**src/rtl/crc_frame_engine_if.sv**
```systemverilog
// rtl/crc_frame_engine_if.sv - byte stream handshake bundle for crc_frame_engine
// Purpose: one direction of a byte stream with valid/ready flow control.
// Signals: valid (byte present), ready (byte accepted), data[7:0], last (final byte of frame).
// Modports: master drives valid/data/last and observes ready; slave is the mirror.
interface crc_frame_engine_if;
    logic       valid;
    logic       ready;
    logic [7:0] data;
    logic       last;

    modport master (output valid, output data, output last, input ready);
    modport slave  (input valid, input data, input last, output ready);
endinterface

```
**src/rtl/crc_frame_engine.sv**
```systemverilog
// rtl/crc_frame_engine.sv - parametrised frame-aware CRC generator/checker
// Purpose: passes a byte stream through a single output register, computes a CRC
//   per frame, appends it (generate mode) or checks the residue (check mode).
// Ports:
//   clk, rst        clock and synchronous active-high reset
//   mode_i          0 = generate, 1 = check; latched on first byte of a frame
//   s               input byte stream (slave)
//   m               output byte stream (master)
//   crc_out_o       final CRC of last completed frame (register ^ XOROUT)
//   res_valid_o     one-cycle pulse when crc_out_o/crc_ok_o are updated
//   crc_ok_o        check-mode verdict of last frame
//   busy_o          frame in progress or output still pending
module crc_frame_engine #(
    parameter int               CRC_W         = 8,
    parameter logic [CRC_W-1:0] POLY          = 'h07,
    parameter logic [CRC_W-1:0] INIT          = '0,
    parameter logic [CRC_W-1:0] XOROUT        = '0,
    parameter bit               REFIN         = 1'b0,
    parameter logic [CRC_W-1:0] CHECK_RESIDUE = '0
) (
    input  logic             clk,
    input  logic             rst,
    input  logic             mode_i,
    crc_frame_engine_if.slave  s,
    crc_frame_engine_if.master m,
    output logic [CRC_W-1:0] crc_out_o,
    output logic             res_valid_o,
    output logic             crc_ok_o,
    output logic             busy_o
);
    localparam logic [2:0] NB_C   = 3'(CRC_W / 8);
    localparam logic [2:0] LAST_C = 3'(CRC_W / 8 - 1);

    typedef enum logic [1:0] {S_IDLE, S_DATA, S_END, S_APPEND} state_t;

    state_t           state_q, state_d;
    logic             mode_q, mode_d;
    logic [CRC_W-1:0] crc_q, crc_d;
    logic [CRC_W-1:0] crc_out_q, crc_out_d;
    logic             crc_ok_q, crc_ok_d;
    logic [7:0]       odata_q, odata_d;
    logic             olast_q, olast_d;
    logic             ovalid_q, ovalid_d;
    logic [2:0]       cnt_q, cnt_d;

    logic             out_free, s_fire, m_fire, mode_eff, crc_load;
    logic [CRC_W-1:0] crc_next, crc_shift;

    // Eight serial shift-left steps unrolled into one cycle.
    function automatic logic [CRC_W-1:0] crc_byte(input logic [CRC_W-1:0] c_in,
                                                  input logic [7:0] d);
        logic [CRC_W-1:0] c;
        logic             fb;
        c = c_in;
        for (int i = 0; i < 8; i++) begin
            fb = c[CRC_W-1] ^ (REFIN ? d[i] : d[7-i]);
            c  = {c[CRC_W-2:0], 1'b0} ^ (fb ? POLY : '0);
        end
        return c;
    endfunction

    assign out_free  = !ovalid_q || m.ready;
    assign s.ready   = !rst && (state_q == S_IDLE || state_q == S_DATA) && out_free;
    assign s_fire    = s.valid && s.ready;
    assign m_fire    = ovalid_q && m.ready;
    // Mode is taken live only on the first byte; afterwards the latched copy rules.
    assign mode_eff  = (state_q == S_IDLE) ? mode_i : mode_q;
    assign crc_next  = crc_byte(crc_q, s.data);
    // Byte cnt_q of crc_out_q counted from the most-significant end.
    assign crc_shift = crc_out_q << (8 * cnt_q);

    assign m.valid     = ovalid_q;
    assign m.data      = odata_q;
    assign m.last      = olast_q;
    assign crc_out_o   = crc_out_q;
    assign crc_ok_o    = crc_ok_q;
    assign res_valid_o = (state_q == S_END);
    assign busy_o      = (state_q != S_IDLE) || ovalid_q;

    always_comb begin
        state_d   = state_q;
        mode_d    = mode_q;
        crc_d     = crc_q;
        crc_out_d = crc_out_q;
        crc_ok_d  = crc_ok_q;
        odata_d   = odata_q;
        olast_d   = olast_q;
        ovalid_d  = ovalid_q;
        cnt_d     = cnt_q;
        crc_load  = 1'b0;

        case (state_q)
            S_IDLE, S_DATA: begin
                if (s_fire) begin
                    mode_d  = mode_eff;
                    crc_d   = crc_next;
                    state_d = S_DATA;
                    if (s.last) begin
                        // Results are latched here so they are already valid
                        // during the res_valid pulse in END.
                        state_d   = S_END;
                        crc_d     = INIT;
                        crc_out_d = crc_next ^ XOROUT;
                        crc_ok_d  = mode_eff && (crc_next == CHECK_RESIDUE);
                    end
                end
            end
            S_END: begin
                if (mode_q) begin
                    state_d = S_IDLE;
                end else begin
                    state_d  = S_APPEND;
                    crc_load = out_free;
                end
            end
            S_APPEND: begin
                crc_load = (cnt_q < NB_C) && out_free;
                if (m_fire && olast_q) begin
                    state_d = S_IDLE;
                    cnt_d   = '0;
                end
            end
            default: state_d = S_IDLE;
        endcase

        if (s_fire) begin
            odata_d  = s.data;
            olast_d  = mode_eff && s.last;
            ovalid_d = 1'b1;
        end else if (crc_load) begin
            odata_d  = crc_shift[CRC_W-1 -: 8];
            olast_d  = (cnt_q == LAST_C);
            ovalid_d = 1'b1;
            cnt_d    = cnt_q + 3'd1;
        end else if (m_fire) begin
            ovalid_d = 1'b0;
        end
    end

    always_ff @(posedge clk) begin
        if (rst) begin
            state_q   <= S_IDLE;
            mode_q    <= 1'b0;
            crc_q     <= INIT;
            crc_out_q <= '0;
            crc_ok_q  <= 1'b0;
            odata_q   <= '0;
            olast_q   <= 1'b0;
            ovalid_q  <= 1'b0;
            cnt_q     <= '0;
        end else begin
            state_q   <= state_d;
            mode_q    <= mode_d;
            crc_q     <= crc_d;
            crc_out_q <= crc_out_d;
            crc_ok_q  <= crc_ok_d;
            odata_q   <= odata_d;
            olast_q   <= olast_d;
            ovalid_q  <= ovalid_d;
            cnt_q     <= cnt_d;
        end
    end
endmodule

```
**src/flat_wrapper.sv**
```systemverilog
// flat-port wrapper written by rule: the top's interface ports become plain ports
module crc_frame_engine_flat 
#(
    parameter int               CRC_W         = 8,
    parameter logic [CRC_W-1:0] POLY          = 'h07,
    parameter logic [CRC_W-1:0] INIT          = '0,
    parameter logic [CRC_W-1:0] XOROUT        = '0,
    parameter bit               REFIN         = 1'b0,
    parameter logic [CRC_W-1:0] CHECK_RESIDUE = '0
)
  (clk, rst, mode_i, crc_out_o, res_valid_o, crc_ok_o, busy_o, s_valid, s_data, s_last, s_ready, m_valid, m_data, m_last, m_ready);
  crc_frame_engine_if s_i ();
  crc_frame_engine_if m_i ();
  input  logic clk;
  input  logic rst;
  input  logic mode_i;
  output logic [CRC_W-1:0] crc_out_o;
  output logic res_valid_o;
  output logic crc_ok_o;
  output logic busy_o;
  input wire logic [$bits(s_i.valid)-1:0] s_valid;
  input wire logic [$bits(s_i.data)-1:0] s_data;
  input wire logic [$bits(s_i.last)-1:0] s_last;
  output wire logic [$bits(s_i.ready)-1:0] s_ready;
  output wire logic [$bits(m_i.valid)-1:0] m_valid;
  output wire logic [$bits(m_i.data)-1:0] m_data;
  output wire logic [$bits(m_i.last)-1:0] m_last;
  input wire logic [$bits(m_i.ready)-1:0] m_ready;
  assign s_i.valid = s_valid;
  assign s_i.data = s_data;
  assign s_i.last = s_last;
  assign s_ready = s_i.ready;
  assign m_valid = m_i.valid;
  assign m_data = m_i.data;
  assign m_last = m_i.last;
  assign m_i.ready = m_ready;
  crc_frame_engine #(.CRC_W(CRC_W), .POLY(POLY), .INIT(INIT), .XOROUT(XOROUT), .REFIN(REFIN), .CHECK_RESIDUE(CHECK_RESIDUE)) u_core (.clk(clk), .rst(rst), .mode_i(mode_i), .s(s_i), .m(m_i), .crc_out_o(crc_out_o), .res_valid_o(res_valid_o), .crc_ok_o(crc_ok_o), .busy_o(busy_o));
endmodule
```
**config.mk**
```make
export PLATFORM = sky130hd
export DESIGN_NAME = crc_frame_engine_flat
export DESIGN_NICKNAME = d
export VERILOG_FILES = /design/src/rtl/crc_frame_engine_if.sv /design/src/rtl/crc_frame_engine.sv /design/src/flat_wrapper.sv
export SDC_FILE = /design/constraint.sdc
export NUM_CORES = 1
export LEC_CHECK = 0
export BUFFER_PORTS_ARGS = -buffer_cell sky130_fd_sc_hd__buf_4
export CAP_MARGIN = 15
export CORE_MARGIN = 1.5
export CORE_UTILIZATION = 48
export CTS_CLUSTER_SIZE = 16
export DETAILED_ROUTE_END_ITERATION = 10
export PLACE_DENSITY = 0.75
export SYNTH_ARGS = -nofsm -noshare
export SYNTH_HDL_FRONTEND = slang
export SYNTH_SLANG_ARGS = --single-unit
```
**constraint.sdc**
```tcl
create_clock -name clk -period 1.7 [get_ports clk]
set_input_delay 0.255 -clock clk [delete_from_list [all_inputs] [get_ports clk]]
set_output_delay 0.255 -clock clk [all_outputs]
set_load 0.01 [all_outputs]
```
== Word-level counts from Yosys, hierarchy flattened ==
Index checks and enable logic that the tools add are counted.
Widths: inputs -> output; s select.

* Flip-flop bits (word level): 33
* Output and inout bits: 22

* $add $sub $neg: 1
* $lt $le $gt $ge: 1
* Equal/unequal tests: 5
* Shift operators: 1
* Muxes and demuxes: 28
* Bitwise logic cells: 16
* Reduce and logical (&&, ||, !) cells: 23

{| class="wikitable"
|+ Operators with widths
! cell !! count
|-
| $xor 8x8->8 || 8
|-
| $mux 3 || 12
|-
| $mux 8 || 3
|-
| $logic_and 1x1->1 || 8
|-
| $logic_not 8->1 || 1
|-
| $mux 2 || 4
|-
| $shl 8x6->8 || 1
|-
| $xor 1x1->1 || 8
|-
| $mux 1 || 7
|-
| $pmux 2 s3 || 1
|-
| $eq 2x2->1 const B || 2
|-
| $ne 2x1->1 const B || 2
|-
| $reduce_and 2->1 || 2
|-
| $reduce_bool 2->1 || 2
|-
| $add 3x1->3 const B || 1
|-
| $logic_not 3->1 || 1
|-
| $logic_or 1x1->1 || 3
|-
| $lt 3x1->1 const B || 1
|-
| $reduce_and 3->1 || 1
|-
| $reduce_bool 3->1 || 1
|-
| $eq 2x1->1 const B || 1
|-
| $logic_not 1->1 || 2
|-
| $logic_not 2->1 || 1
|-
| $pmux 1 s2 || 1
|-
| $reduce_or 2->1 || 1
|}

== Longest topological paths before layout ==
* Word-level depth: 26
* Mapped depth: 8

== Least setup slack after synthesis ==
Ideal clock, no wire load.

* Path type: register -> register
* From: reg u_core.crc_q[6]
* To: reg u_core.crc_ok_q (netlist: u_core.crc_ok_o)
* Library setup time: 0.069 ns
* Arrival: 1.475 ns
* Data required time: 1.631 ns
* Slack: 0.156 ns
* Cell stages (with the launch flop): 8
* Buffers on the path: 0
* Path through: dfxtp_1 xnor2_2 xnor2_1 xnor2_1 ha_1 nor4b_2 o21ai_1 o21ai_1

* Word-level cells in the longest chain between the ends: 14

{| class="wikitable"
|+ RTL lines
! element !! RTL line !! text
|-
| from (decl) || crc_frame_engine.sv:38 || <nowiki>logic [CRC_W-1:0] crc_q, crc_d;</nowiki>
|-
| from (signal assigned) || crc_frame_engine.sv:154 || <nowiki>crc_q <= crc_d;</nowiki>
|-
| $xor 8x8->8 (*) || crc_frame_engine.sv:57 || <nowiki>c = {c[CRC_W-2:0], 1'b0} ^ (fb ? POLY : '0);</nowiki>
|-
| $xor 1x1->1 (*) || crc_frame_engine.sv:56 || <nowiki>fb = c[CRC_W-1] ^ (REFIN ? d[i] : d[7-i]);</nowiki>
|-
| $mux 3 (*) || crc_frame_engine.sv:57 ||
|-
| $xor 8x8->8 (*) (6 in series) || crc_frame_engine.sv:57 ||
|-
| $xor 1x1->1 || crc_frame_engine.sv:56 ||
|-
| $mux 3 || crc_frame_engine.sv:57 ||
|-
| $xor 8x8->8 (*) || crc_frame_engine.sv:57 ||
|-
| $logic_not 8->1 (*) || crc_frame_engine.sv:104 || <nowiki>crc_ok_d = mode_eff && (crc_next == CHECK_RESIDUE);</nowiki>
|-
| $logic_and 1x1->1 (*) || crc_frame_engine.sv:104 ||
|-
| to (signal assigned) || crc_frame_engine.sv:156 || <nowiki>crc_ok_q <= crc_ok_d;</nowiki>
|-
| to (decl) || crc_frame_engine.sv:40 || <nowiki>logic crc_ok_q, crc_ok_d;</nowiki>
|}

Mark *: on every way between the ends. The rest lies on a longest branch, timed or not.
A chain may end at the register's enable or synchronous reset.

== Worst setup path in the final report ==
* From: reg u_core.crc_q[3]
* To: reg u_core.crc_q[5]

* Word-level cells in the longest chain between the ends: 11

{| class="wikitable"
|+ RTL lines
! element !! RTL line !! text
|-
| $xor 8x8->8 (4 in series) || crc_frame_engine.sv:57 ||
|-
| $xor 1x1->1 || crc_frame_engine.sv:56 ||
|-
| $mux 3 || crc_frame_engine.sv:57 ||
|-
| $xor 8x8->8 (4 in series) || crc_frame_engine.sv:57 ||
|-
| $mux 8 || crc_frame_engine.sv:98 || <nowiki>if (s.last) begin</nowiki>
|}

No other way between the ends.

==> results_dict.tcl <==
set metrics [dict create \
    outcome "finished with violations" \
    violations "setup timing" \
    synthesis.area_um2 1610 \
    power.density_nw_per_um2 992 \
    cts.sinks 33 \
    synthCells 179 \
    diodes 0 \
    tightest_slew_ns 0.468 \
    cts_tree "done" \
    gp_congestion 0.926 \
    cts_hold_buf 0 \
    synth_top_cell_by_area "dfxtp_1" \
    grt-ovfl-total 0 \
    synthTopCellsByArea "dfxtp_1 41%, xnor2_1 8.2%, nor2_1 5.1%" \
    seq_area_frac_synth_pct 41.1 \
    drt_iter0_drc 120 \
    cp-start-kind "flip-flop" \
    core-area_um2 3130 \
    cp-end-kind "flip-flop" \
    cts-root-buf "clkbuf_4" \
    skew_ns 0.00380 \
    clkLatencyLatePin_ns 0.34 \
    io_pins 36 \
    ys_ff_latch 33 \
    antenna_found_initial 0 \
    period_minus_slack_ns 1.74 \
    synth.distinct_cells 36 \
    numCtsBuffers 5 \
    drc 0 \
    grt_usage_pct 23.7 \
    grt_max_degree 26 \
    via_per_inst 5.48 \
    power_mw 2.19 \
    setup_viol 2 \
    grt_pass1_wl_mm 6.36 \
    numPortBuffers 35 \
    fp.dieW_um 60.9 \
    fmax_mhz 576 \
    placedInstanceArea_um2 1970 \
    drtAntennaViolNets 0 \
    vias 1508 \
    syn-num-nets 196 \
    dp_hpwl_mm 2.89 \
    initial_core_util_pct 51.4 \
    wirelength_mm 4.27 \
    grt_pass1_vias 1382 \
    row_count 20 \
    setup_ws_ns -0.0373 \
    async_reset_ff_share_pct 0 \
    max_slew_margin_pct 68.6 \
    dr.pass1.iters 4 \
    die_height_um 60.9 \
    leakagePower_nw 0.980 \
    final-hold-violation-count 0 \
    stdcell_area_um2 2210 \
    ys.flop_type "dfxtp_1" \
    syn_avg_cell_area_um2 8.98 \
    yosysMostFrequentCell "dfxtp_1" \
    clk_pin_slew_ns 0.11 \
    ys_warn_count 0 \
    peakVddDrop_mv 0.640 \
    rsz0062_at_grt "yes" \
    critPathMaxFanout 3 \
    cts_buffer_depth 2 \
    synth_top_area_share_pct 41.1 \
    synth-edff-count 0 \
    htree_levels 2 \
    nNetsFinal 247 \
    worstSetupPathType "flip-flop to flip-flop" \
    maxCapViolations 0 \
    fin_crit_sh_pct 102 \
    drive_gt1_share_pct 33.3 \
    min_path_type "input port to flip-flop" \
    slew_violations 0 \
    cp_data_arrival_time_ns 1.98 \
    syn2layout_area_growth_pct 37.5 \
    die-area_um2 3700 \
    cp.required_ns 1.94 \
    wl_per_cell_um 15.5 \
    synthTopCellsByCount "33 x dfxtp_1, 22 x nor2_1, 15 x xnor2_1" \
]
## metal layers
metal / share of wire [%] / track usage [%] / up-vias
met2: 47 / 35.8 / 60
met1: 44 / 32.2 / 706
li1: - / - / 732
met5: 0 / 0 / -
met4: 2.2 / 9.01 / 0
met3: 7.2 / 7.04 / 10
## cells in the final DEF, fill, tap and decap left out, types with 3 or more instances in the layout
cell type,n
xnor2_2,6
xnor2_1,10
nor2_1,22
nor3_1,4
nor3b_1,3
dfxtp_1,32
inv_1,3
a22o_1,8
a211oi_1,5
buf_4,52
nand2b_1,4
nand3b_1,3
a21oi_1,9
ha_1,3
a21o_1,8
clkbuf_4,5
a22oi_1,3
nand2_1,11
nand3_1,8
## layout make-up
type                    instances  area, µm²
fillers                       261        920
inverters                       3       11.3
repair buffers                 52        390
well taps                      44       55.1
multi-input cells             135        987
clock inverters                 3       65.1
clock buffers                   5       37.5
flip-flops and latches         33        662
## final timing paths
kind	end	slack, ns	from	cells past startpoint
setup / recovery	u_core.crc_q[5]$_SDFFE_PP0P_	-0.04	u_core.crc_q[3]$_SDFFE_PP0P_	5
hold reg to reg	u_core.m.data[5]$_SDFFE_PP0P_	0.47	u_core.m.data[5]$_SDFFE_PP0P_	1
setup reg to reg	u_core.crc_q[5]$_SDFFE_PP0P_	-0.04	u_core.crc_q[3]$_SDFFE_PP0P_	5
hold / removal	u_core.cnt_q[1]$_SDFF_PP0_	0.10	rst	2
## state kept, by name, indices dropped and copies added, names as in the netlist
| signal | count |
|---|---|
| u_core.m.data | 8 |
| u_core.crc_out_o | 8 |
| u_core.cnt_q | 3 |
| u_core.m.last | 1 |
| u_core.m.valid | 1 |
| u_core.crc_ok_o | 1 |
| u_core.mode_q | 1 |
| u_core.crc_q | 8 |
| u_core.state_q | 2 |
## worst max-delay path, stage by stage (launching register included)
cell and delay [ns]:
dfxtp_1 0.35, xnor2_1 0.41, xnor2_1 0.20, xnor2_1 0.36, a2bb2oi_1 0.25, nor2_1 0.06
## cell families (layout without fill, tap and decap cells)
logic type / count (synthesis) / in the layout / share of synthesized area (%)
adders and majority gates: 3 / 3 / 2.34
buffers and inverters: 11 / 63 / 2.88
and+or+nand+nor: 69 / 69 / 22.4
xor gates and xnor gates: 21 / 21 / 12.8
muxes: 1 / 1 / 0.623
DFF: 33 / 33 / 41.1
AOI/OAI and AO/OA: 41 / 41 / 17.9
## report_power, final
part / switching (mW) / internal (mW) / total [mW] / leakage (nW)
clock network: 0.283 / 0.455 / 0.738 / 0.0552
registers: 0.0420 / 0.824 / 0.866 / 0.270
logic: 0.290 / 0.297 / 0.587 / 0.655
total: 0.614 / 1.58 / 2.19 / 0.980
## stage by stage
| stage | hold slack (ns) | setup TNS (ns) | utilization, % | std cells | setup WS (ns) |
|---|---|---|---|---|---|
| 2_1_floorplan | 0.402 | 0 | - | 179 | 0.156 |
| 3_3_place_gp | 0.435 | 0 | 63.0 | 261 | 0.114 |
| 3_5_place_dp | 0.445 | 0 | 63.0 | 261 | 0.000227 |
| 4_1_cts | 0.0931 | 0 | 66.6 | 270 | 0.0240 |
| 5_1_grt | 0.0885 | -0.183 | 70.6 | 275 | -0.0905 |
| 6_report | 0.102 | -0.0394 | 70.6 | 275 | -0.0373 |
## what timing repair did
item | CTS | global route
buffers inserted | 1 | 5
pin swaps | 2 | 7
gates cloned | 0 | 0
resized for setup | 0 | 14
endpoints found under the setup margin | 1 | 16
Power figures use the tool's default switching activity.
